### src/rtl/mips32_run_ctrl_if.sv
// Host/core-side bus of the MIPS32 run controller: program stream, imem write port,
// CPU control/register read port and register-dump stream.
interface mips32_run_ctrl_if #(
  parameter int ADDR_W = 10,
  parameter int DATA_W = 32
);
  logic              prog_valid;
  logic              prog_ready;
  logic [DATA_W-1:0] prog_data;
  logic              prog_last;

  logic              mem_we;
  logic [ADDR_W-1:0] mem_addr;
  logic [DATA_W-1:0] mem_wdata;

  logic              cpu_clr;
  logic              cpu_run;
  logic              cpu_halted;
  logic [4:0]        reg_idx;
  logic [DATA_W-1:0] reg_data;

  logic              dump_valid;
  logic              dump_ready;
  logic [DATA_W-1:0] dump_data;
  logic [4:0]        dump_idx;

  // master = controller, slave = host bridge plus core
  modport master (
    input  prog_valid, prog_data, prog_last, cpu_halted, reg_data, dump_ready,
    output prog_ready, mem_we, mem_addr, mem_wdata, cpu_clr, cpu_run, reg_idx,
           dump_valid, dump_data, dump_idx
  );

  modport slave (
    output prog_valid, prog_data, prog_last, cpu_halted, reg_data, dump_ready,
    input  prog_ready, mem_we, mem_addr, mem_wdata, cpu_clr, cpu_run, reg_idx,
           dump_valid, dump_data, dump_idx
  );
endinterface

### src/rtl/mips32_run_ctrl.sv
// Program-load / run / register-dump controller for the PIPE_mips32 core.
// Optional RUN-cycle counter enabled by defining CYCLE_COUNT_EN.
module mips32_run_ctrl #(
  parameter int ADDR_W = 10,
  parameter int DATA_W = 32,
  parameter int NDUMP  = 6,
  parameter int TMO_W  = 16
) (
  input  logic                clk,
  input  logic                rst_n,
  input  logic                start,
  mips32_run_ctrl_if.master   bus,
  output logic                busy,
  output logic                done,
  output logic                err_ovf,
  output logic                err_tmo,
  output logic [31:0]         cycle_cnt
);

  typedef enum logic [2:0] {S_IDLE, S_LOAD, S_CLR, S_RUN, S_DUMP} state_t;

  localparam logic [TMO_W-1:0] TMO_ONES  = '1;
  localparam logic [TMO_W-1:0] TMO_LAST  = TMO_ONES - 1'b1;
  localparam logic [4:0]       DUMP_LAST = 5'(NDUMP - 1);

  state_t            state;
  logic [ADDR_W-1:0] waddr;
  logic [TMO_W-1:0]  tmo;
  logic              prog_ready_q, mem_we_q, cpu_clr_q, cpu_run_q, dvalid_q;
  logic [ADDR_W-1:0] mem_addr_q;
  logic [DATA_W-1:0] mem_wdata_q, ddata_q;
  logic [4:0]        didx_q;

  logic xfer;
  assign xfer = bus.prog_valid && prog_ready_q;

  always_ff @(posedge clk or negedge rst_n) begin
    if (!rst_n) begin
      state        <= S_IDLE;
      waddr        <= '0;
      tmo          <= '0;
      prog_ready_q <= 1'b0;
      mem_we_q     <= 1'b0;
      mem_addr_q   <= '0;
      mem_wdata_q  <= '0;
      cpu_clr_q    <= 1'b0;
      cpu_run_q    <= 1'b0;
      dvalid_q     <= 1'b0;
      ddata_q      <= '0;
      didx_q       <= '0;
      done         <= 1'b0;
      err_ovf      <= 1'b0;
      err_tmo      <= 1'b0;
    end else begin
      mem_we_q  <= 1'b0;
      cpu_clr_q <= 1'b0;
      done      <= 1'b0;
      case (state)
        S_IDLE: begin
          if (start) begin
            state        <= S_LOAD;
            prog_ready_q <= 1'b1;
            waddr        <= '0;
            err_ovf      <= 1'b0;
            err_tmo      <= 1'b0;
          end
        end
        S_LOAD: begin
          if (xfer) begin
            mem_we_q    <= 1'b1;
            mem_addr_q  <= waddr;
            mem_wdata_q <= bus.prog_data;
            waddr       <= waddr + 1'b1;
            if (bus.prog_last) begin
              state        <= S_CLR;
              prog_ready_q <= 1'b0;
              cpu_clr_q    <= 1'b1;
            end else if (waddr == '1) begin
              // the top word is still written; the next one would have nowhere to go
              state        <= S_IDLE;
              prog_ready_q <= 1'b0;
              err_ovf      <= 1'b1;
            end
          end
        end
        S_CLR: begin
          state     <= S_RUN;
          cpu_run_q <= 1'b1;
          tmo       <= '0;
          didx_q    <= '0;
          dvalid_q  <= 1'b0;
        end
        S_RUN: begin
          // tmo==0 marks the first RUN cycle, where HALTED may still be settling
          if (tmo != '0 && bus.cpu_halted) begin
            state     <= S_DUMP;
            cpu_run_q <= 1'b0;
          end else if (tmo == TMO_LAST) begin
            state     <= S_DUMP;
            cpu_run_q <= 1'b0;
            tmo       <= TMO_ONES;
            err_tmo   <= 1'b1;
          end else begin
            tmo <= tmo + 1'b1;
          end
        end
        S_DUMP: begin
          if (!dvalid_q) begin
            dvalid_q <= 1'b1;
            ddata_q  <= bus.reg_data;
          end else if (bus.dump_ready) begin
            dvalid_q <= 1'b0;
            if (didx_q == DUMP_LAST) begin
              state  <= S_IDLE;
              done   <= 1'b1;
              didx_q <= '0;
            end else begin
              didx_q <= didx_q + 5'd1;
            end
          end
        end
        default: state <= S_IDLE;
      endcase
    end
  end

  assign busy           = (state != S_IDLE);
  assign bus.prog_ready = prog_ready_q;
  assign bus.mem_we     = mem_we_q;
  assign bus.mem_addr   = mem_addr_q;
  assign bus.mem_wdata  = mem_wdata_q;
  assign bus.cpu_clr    = cpu_clr_q;
  assign bus.cpu_run    = cpu_run_q;
  assign bus.reg_idx    = didx_q;
  assign bus.dump_valid = dvalid_q;
  assign bus.dump_data  = ddata_q;
  assign bus.dump_idx   = didx_q;

`ifdef CYCLE_COUNT_EN
  logic [31:0] cyc_q;

  always_ff @(posedge clk or negedge rst_n) begin
    if (!rst_n) begin
      cyc_q <= '0;
    end else if (state == S_CLR || (state == S_IDLE && start)) begin
      cyc_q <= '0;
    end else if (cpu_run_q && cyc_q != 32'hFFFF_FFFF) begin
      cyc_q <= cyc_q + 32'd1;
    end
  end

  assign cycle_cnt = cyc_q;
`else
  assign cycle_cnt = 32'd0;
`endif

endmodule

### src/flat_wrapper.sv
// flat-port wrapper written by rule: the top's interface ports become plain ports
module mips32_run_ctrl_flat 
#(
  parameter int ADDR_W = 10,
  parameter int DATA_W = 32,
  parameter int NDUMP  = 6,
  parameter int TMO_W  = 16
)
  (clk, rst_n, start, busy, done, err_ovf, err_tmo, cycle_cnt, bus_prog_valid, bus_prog_data, bus_prog_last, bus_cpu_halted, bus_reg_data, bus_dump_ready, bus_prog_ready, bus_mem_we, bus_mem_addr, bus_mem_wdata, bus_cpu_clr, bus_cpu_run, bus_reg_idx, bus_dump_valid, bus_dump_data, bus_dump_idx);
  mips32_run_ctrl_if #(.ADDR_W(ADDR_W), .DATA_W(DATA_W)) bus_i ();
  input  logic clk;
  input  logic rst_n;
  input  logic start;
  output logic busy;
  output logic done;
  output logic err_ovf;
  output logic err_tmo;
  output logic [31:0] cycle_cnt;
  input wire logic [$bits(bus_i.prog_valid)-1:0] bus_prog_valid;
  input wire logic [$bits(bus_i.prog_data)-1:0] bus_prog_data;
  input wire logic [$bits(bus_i.prog_last)-1:0] bus_prog_last;
  input wire logic [$bits(bus_i.cpu_halted)-1:0] bus_cpu_halted;
  input wire logic [$bits(bus_i.reg_data)-1:0] bus_reg_data;
  input wire logic [$bits(bus_i.dump_ready)-1:0] bus_dump_ready;
  output wire logic [$bits(bus_i.prog_ready)-1:0] bus_prog_ready;
  output wire logic [$bits(bus_i.mem_we)-1:0] bus_mem_we;
  output wire logic [$bits(bus_i.mem_addr)-1:0] bus_mem_addr;
  output wire logic [$bits(bus_i.mem_wdata)-1:0] bus_mem_wdata;
  output wire logic [$bits(bus_i.cpu_clr)-1:0] bus_cpu_clr;
  output wire logic [$bits(bus_i.cpu_run)-1:0] bus_cpu_run;
  output wire logic [$bits(bus_i.reg_idx)-1:0] bus_reg_idx;
  output wire logic [$bits(bus_i.dump_valid)-1:0] bus_dump_valid;
  output wire logic [$bits(bus_i.dump_data)-1:0] bus_dump_data;
  output wire logic [$bits(bus_i.dump_idx)-1:0] bus_dump_idx;
  assign bus_i.prog_valid = bus_prog_valid;
  assign bus_i.prog_data = bus_prog_data;
  assign bus_i.prog_last = bus_prog_last;
  assign bus_i.cpu_halted = bus_cpu_halted;
  assign bus_i.reg_data = bus_reg_data;
  assign bus_i.dump_ready = bus_dump_ready;
  assign bus_prog_ready = bus_i.prog_ready;
  assign bus_mem_we = bus_i.mem_we;
  assign bus_mem_addr = bus_i.mem_addr;
  assign bus_mem_wdata = bus_i.mem_wdata;
  assign bus_cpu_clr = bus_i.cpu_clr;
  assign bus_cpu_run = bus_i.cpu_run;
  assign bus_reg_idx = bus_i.reg_idx;
  assign bus_dump_valid = bus_i.dump_valid;
  assign bus_dump_data = bus_i.dump_data;
  assign bus_dump_idx = bus_i.dump_idx;
  mips32_run_ctrl #(.ADDR_W(ADDR_W), .DATA_W(DATA_W), .NDUMP(NDUMP), .TMO_W(TMO_W)) u_core (.clk(clk), .rst_n(rst_n), .start(start), .bus(bus_i), .busy(busy), .done(done), .err_ovf(err_ovf), .err_tmo(err_tmo), .cycle_cnt(cycle_cnt));
endmodule
### config.mk
export PLATFORM = sky130hd
export DESIGN_NAME = mips32_run_ctrl_flat
export DESIGN_NICKNAME = d
export VERILOG_FILES = /design/src/rtl/mips32_run_ctrl_if.sv /design/src/rtl/mips32_run_ctrl.sv /design/src/flat_wrapper.sv
export SDC_FILE = /design/constraint.sdc
export NUM_CORES = 1
export LEC_CHECK = 0
export ABC_AREA = 1
export CORE_ASPECT_RATIO = 0.8
export CORE_MARGIN = 3
export CORE_UTILIZATION = 25
export CTS_CLUSTER_DIAMETER = 60
export DETAILED_ROUTE_END_ITERATION = 10
export SLEW_MARGIN = 20
export SYNTH_ARGS = -nofsm -noshare
export SYNTH_HDL_FRONTEND = slang
export SYNTH_SLANG_ARGS = --single-unit
### constraint.sdc
create_clock -name clk -period 1.55 [get_ports clk]
set_input_delay 0.155 -clock clk [delete_from_list [all_inputs] [get_ports clk]]
set_output_delay 0.155 -clock clk [all_outputs]
set_load 0.005 [all_outputs]
==> run_results.csv <==
group,metric,value,unit
status,status,"completed",
yosys,synth_area_leaders,"dfrtp_1 49%, nand2_1 14%, mux2_4 7.6%",
worst_setup_path,path_max_fanout,7,
floorplanning,io-pin-count,196,
cts,clock-sinks,116,
yosys,yosysSeqAreaShare,49.3,%
grt,grt_start_max_net_pins,77,
pwr,ir_worst_vdd,0.811,mV
timing,fmaxAchievable,655,MHz
final_layout,nets,963,
cts,clk-insertion-delay-late,0.42,ns
timing,hold_viol,0,
timing,fin_worst_skew,0.0102,ns
hold_path,min_path_type,"in2async",
cts,h-tree-depth,4,
timing,final-max-slew-violation-count,0,
floorplanning,die-area,25400,µm²
placed_design,port-buffer-count,163,
final_layout,antenna_cells,0,
floorplanning,start_util,25.8,%
worst_setup_path,crit_start,"u_core.state[0]$_DFFE_PN0P_",
timing,setup_viol,0,
cts,clk_path_buf_depth,2,
floorplanning,die_w,178,µm
worst_setup_path,arrival,1.82,ns
worst_setup_path,crit_path_end_kind,"register",
grt,grt_pass1_wl,26000,µm
timing,rsz0062_at_grt,"true",
floorplanning,core_area,22800,µm²
routing,drt_iter0_drc,262,
routing,wirelength,17400,µm
timing,layout_min_cycle_time,1.53,ns
routing,first_pass_iters,4,
yosys,syn_area,5890,µm²
yosys,avgSynthCellArea,9.03,µm²
grt,grt_use_total,13.0,%
cts,cts_tree,"built",
placed_design,dpl.hpwl,12000,µm
worst_setup_path,start_kind,"register",
pwr,power.leakage,4.47,nW
cts,cts-root-buf,"clkbuf_16",
cts,path_clk_slew,0.06,ns
routing,drc,0,
pwr,power_density,1730,nW/µm²
worst_setup_path,ff2ff_setup_slack,0.02,ns
routing,wire_per_inst,14.5,µm
job,maxCapViolations,0,
timing,worstMarginPinSlew,0.532,ns
yosys,ys_types,38,
final_layout,drive_gt1_share,27.1,%
yosys,yosys_warnings,0,
yosys,syn_inst,652,
grt,use_met2,20.0,%
worst_setup_path,r2r_cells,9,
pwr,power.total,0.0160,W
worst_setup_path,cp.required,1.85,ns
grt,met1_usage,18.0,%
yosys,ys_seq_elements,116,
floorplanning,fp-row-count,49,
final_layout,area_growth,56.7,%
yosys,yosysTopAreaCell,"dfrtp_1",
routing,ant_nets,0,
routing,via_per_inst,4.16,
grt,grt_overflow,0,
grt,grt_pass1_vias,4936,
floorplanning,die-height,143,µm
final_layout,fin_cells,1205,
grt,antenna_found_initial,0,
timing,relSlewSlack,64.5,%
placed_design,gp_congestion,0.839,
routing,vias,5017,
worst_setup_path,r2r_start,"u_core.state[0]$_DFFE_PN0P_",
worst_setup_path,crit_path_end,"u_core.waddr[0]$_DFFE_PN0P_",
timing,period_share,98.5,%
worst_setup_path,critPathKind,"reg2reg",
worst_setup_path,worst_r2r_endpoint,"u_core.waddr[0]$_DFFE_PN0P_",
grt,grt.busiest_layer,"met2",
cts,numCtsBuffers,17,
placed_design,dp_cells,1155,
grt,grt_use_met3,2.87,%
yosys,synth_top_area_share,49.3,%
layout make-up:
class	instances	area (µm²)
inverter	39	181
sequential	116	2910
fill	2295	13600
clock inverter	15	109
multi-input combinational	477	2880
clock buffer	17	425
tap	306	383
timing repair buffer	235	2340
sequential cells by signal, indices dropped and copies added, names as in the netlist, 3 cells and up:
signal,count
u_core.bus.dump_data,32
u_core.tmo,16
u_core.bus.mem_wdata,32
u_core.bus.mem_addr,10
u_core.bus.dump_idx,5
u_core.state,3
u_core.waddr,10
metrics by stage:
stage	setup WS [ns]	hold WS [ns]	cell area [µm²]	setup TNS, ns	utilization, %
floorplan	0.0618	-0.141	6000	0	-
global placement	-0.0645	0.216	8080	-1.53	35.4
detailed placement	-0.0904	0.224	8080	-2.50	35.4
CTS	-0.0427	0.247	8730	-0.0726	38.3
global route	-0.0812	0.277	9230	-2.00	40.5
finish	0.0227	0.279	9230	0	40.5
cell usage after synthesis, drive strengths merged:
library cell    n
mux2i           1
xnor2           3
nand3b          2
nor3            5
o21ai          29
mux2           32
nand4           9
clkbuf          1
ha              6
conb            1
buf            52
nand2         234
dfrtp         116
o22ai           1
inv            39
xor2            4
nor2           59
a21oi           8
or2             3
nand3          46
a31o            1
worst min-delay path by stage:
stage	start	to	cells after the start
after global routing	bus_prog_data[11]	u_core.bus.mem_wdata[11]$_DFFE_PN0P_	3
after CTS	bus_prog_data[6]	u_core.bus.mem_wdata[6]$_DFFE_PN0P_	3
after global placement	rst_n	u_core.tmo[11]$_DFFE_PN0P_	2
after floorplan	rst_n	u_core.bus.cpu_clr$_DFF_PN0_	0
after detailed placement	rst_n	u_core.tmo[11]$_DFFE_PN0P_	2
final	rst_n	u_core.tmo[11]$_DFFE_PN0P_	3
what timing repair did:
action,4_1_cts,5_1_grt
gates cloned,2,3
endpoints found under the hold margin,116,0
setup buffers,5,7
resized for setup,26,118
pin swaps,5,29
hold buffers,1,0
endpoints found under the setup margin,86,104
worst max-delay path, stage by stage (launching register included):
cell and delay, ns:
dfrtp_2 0.44, nor2_4 0.19, nand3_2 0.13, nand2_4 0.11
inv_4 0.05, nand2_8 0.12, clkinv_8 0.10, buf_12 0.16
nor2_4 0.06, a21oi_1 0.04
placed cells by master, fill, tap and decap left out, types with 4 or more instances in the layout:
master           count
a21oi_1              7
buf_12               8
buf_4               55
buf_6                6
clkbuf_16           20
clkdlybuf4s50_1    149
clkinv_2             4
clkinvlp_4           6
conb_1              32
dfrtp_1            112
dfrtp_2              4
dlygate4sd2_1        8
dlymetal6s2s_1       4
inv_1               30
mux2_4              30
nand2_1            170
nand2_2             41
nand2_4             21
nand2_8              4
nand3_1             41
nand3_2              4
nand4_1              9
nor2_1              44
nor2_2               6
nor2_4               9
nor3_1               5
o21ai_0             14
o21ai_1             14
xor2_1               4
kinds of logic (layout without fill, tap and decap cells):
family	after synthesis	after routing	synth area share, %
buffers and inverters	92	306	10.3
flip-flops	116	116	49.3
multiplexers	33	33	8.20
adder cells (fa/ha/maj)	6	6	1.27
AO/OA/AOI/OAI	39	39	3.40
AND/OR/NAND/NOR	358	360	26.4
other	1	32	0.0637
XOR/XNOR	7	7	1.04
routing by layer:
metal / part of all wire [%] / vias up
met5: 0 / -
li1: - / 2492
met1: 47 / 2387
met4: 1.7 / 0
met2: 47 / 116
met3: 4.0 / 22
where the power goes:
| part | switching, W | total [W] | leakage, nW | internal (W) |
|---|---|---|---|---|
| Sequential | 0.000603 | 0.00467 | 1.48 | 0.00407 |
| Clock | 0.00157 | 0.00362 | 0.248 | 0.00204 |
| Combinational | 0.00347 | 0.00771 | 2.75 | 0.00424 |
| Total | 0.00565 | 0.0160 | 4.47 | 0.0104 |
No activity file was read; power rests on OpenSTA's default activity.
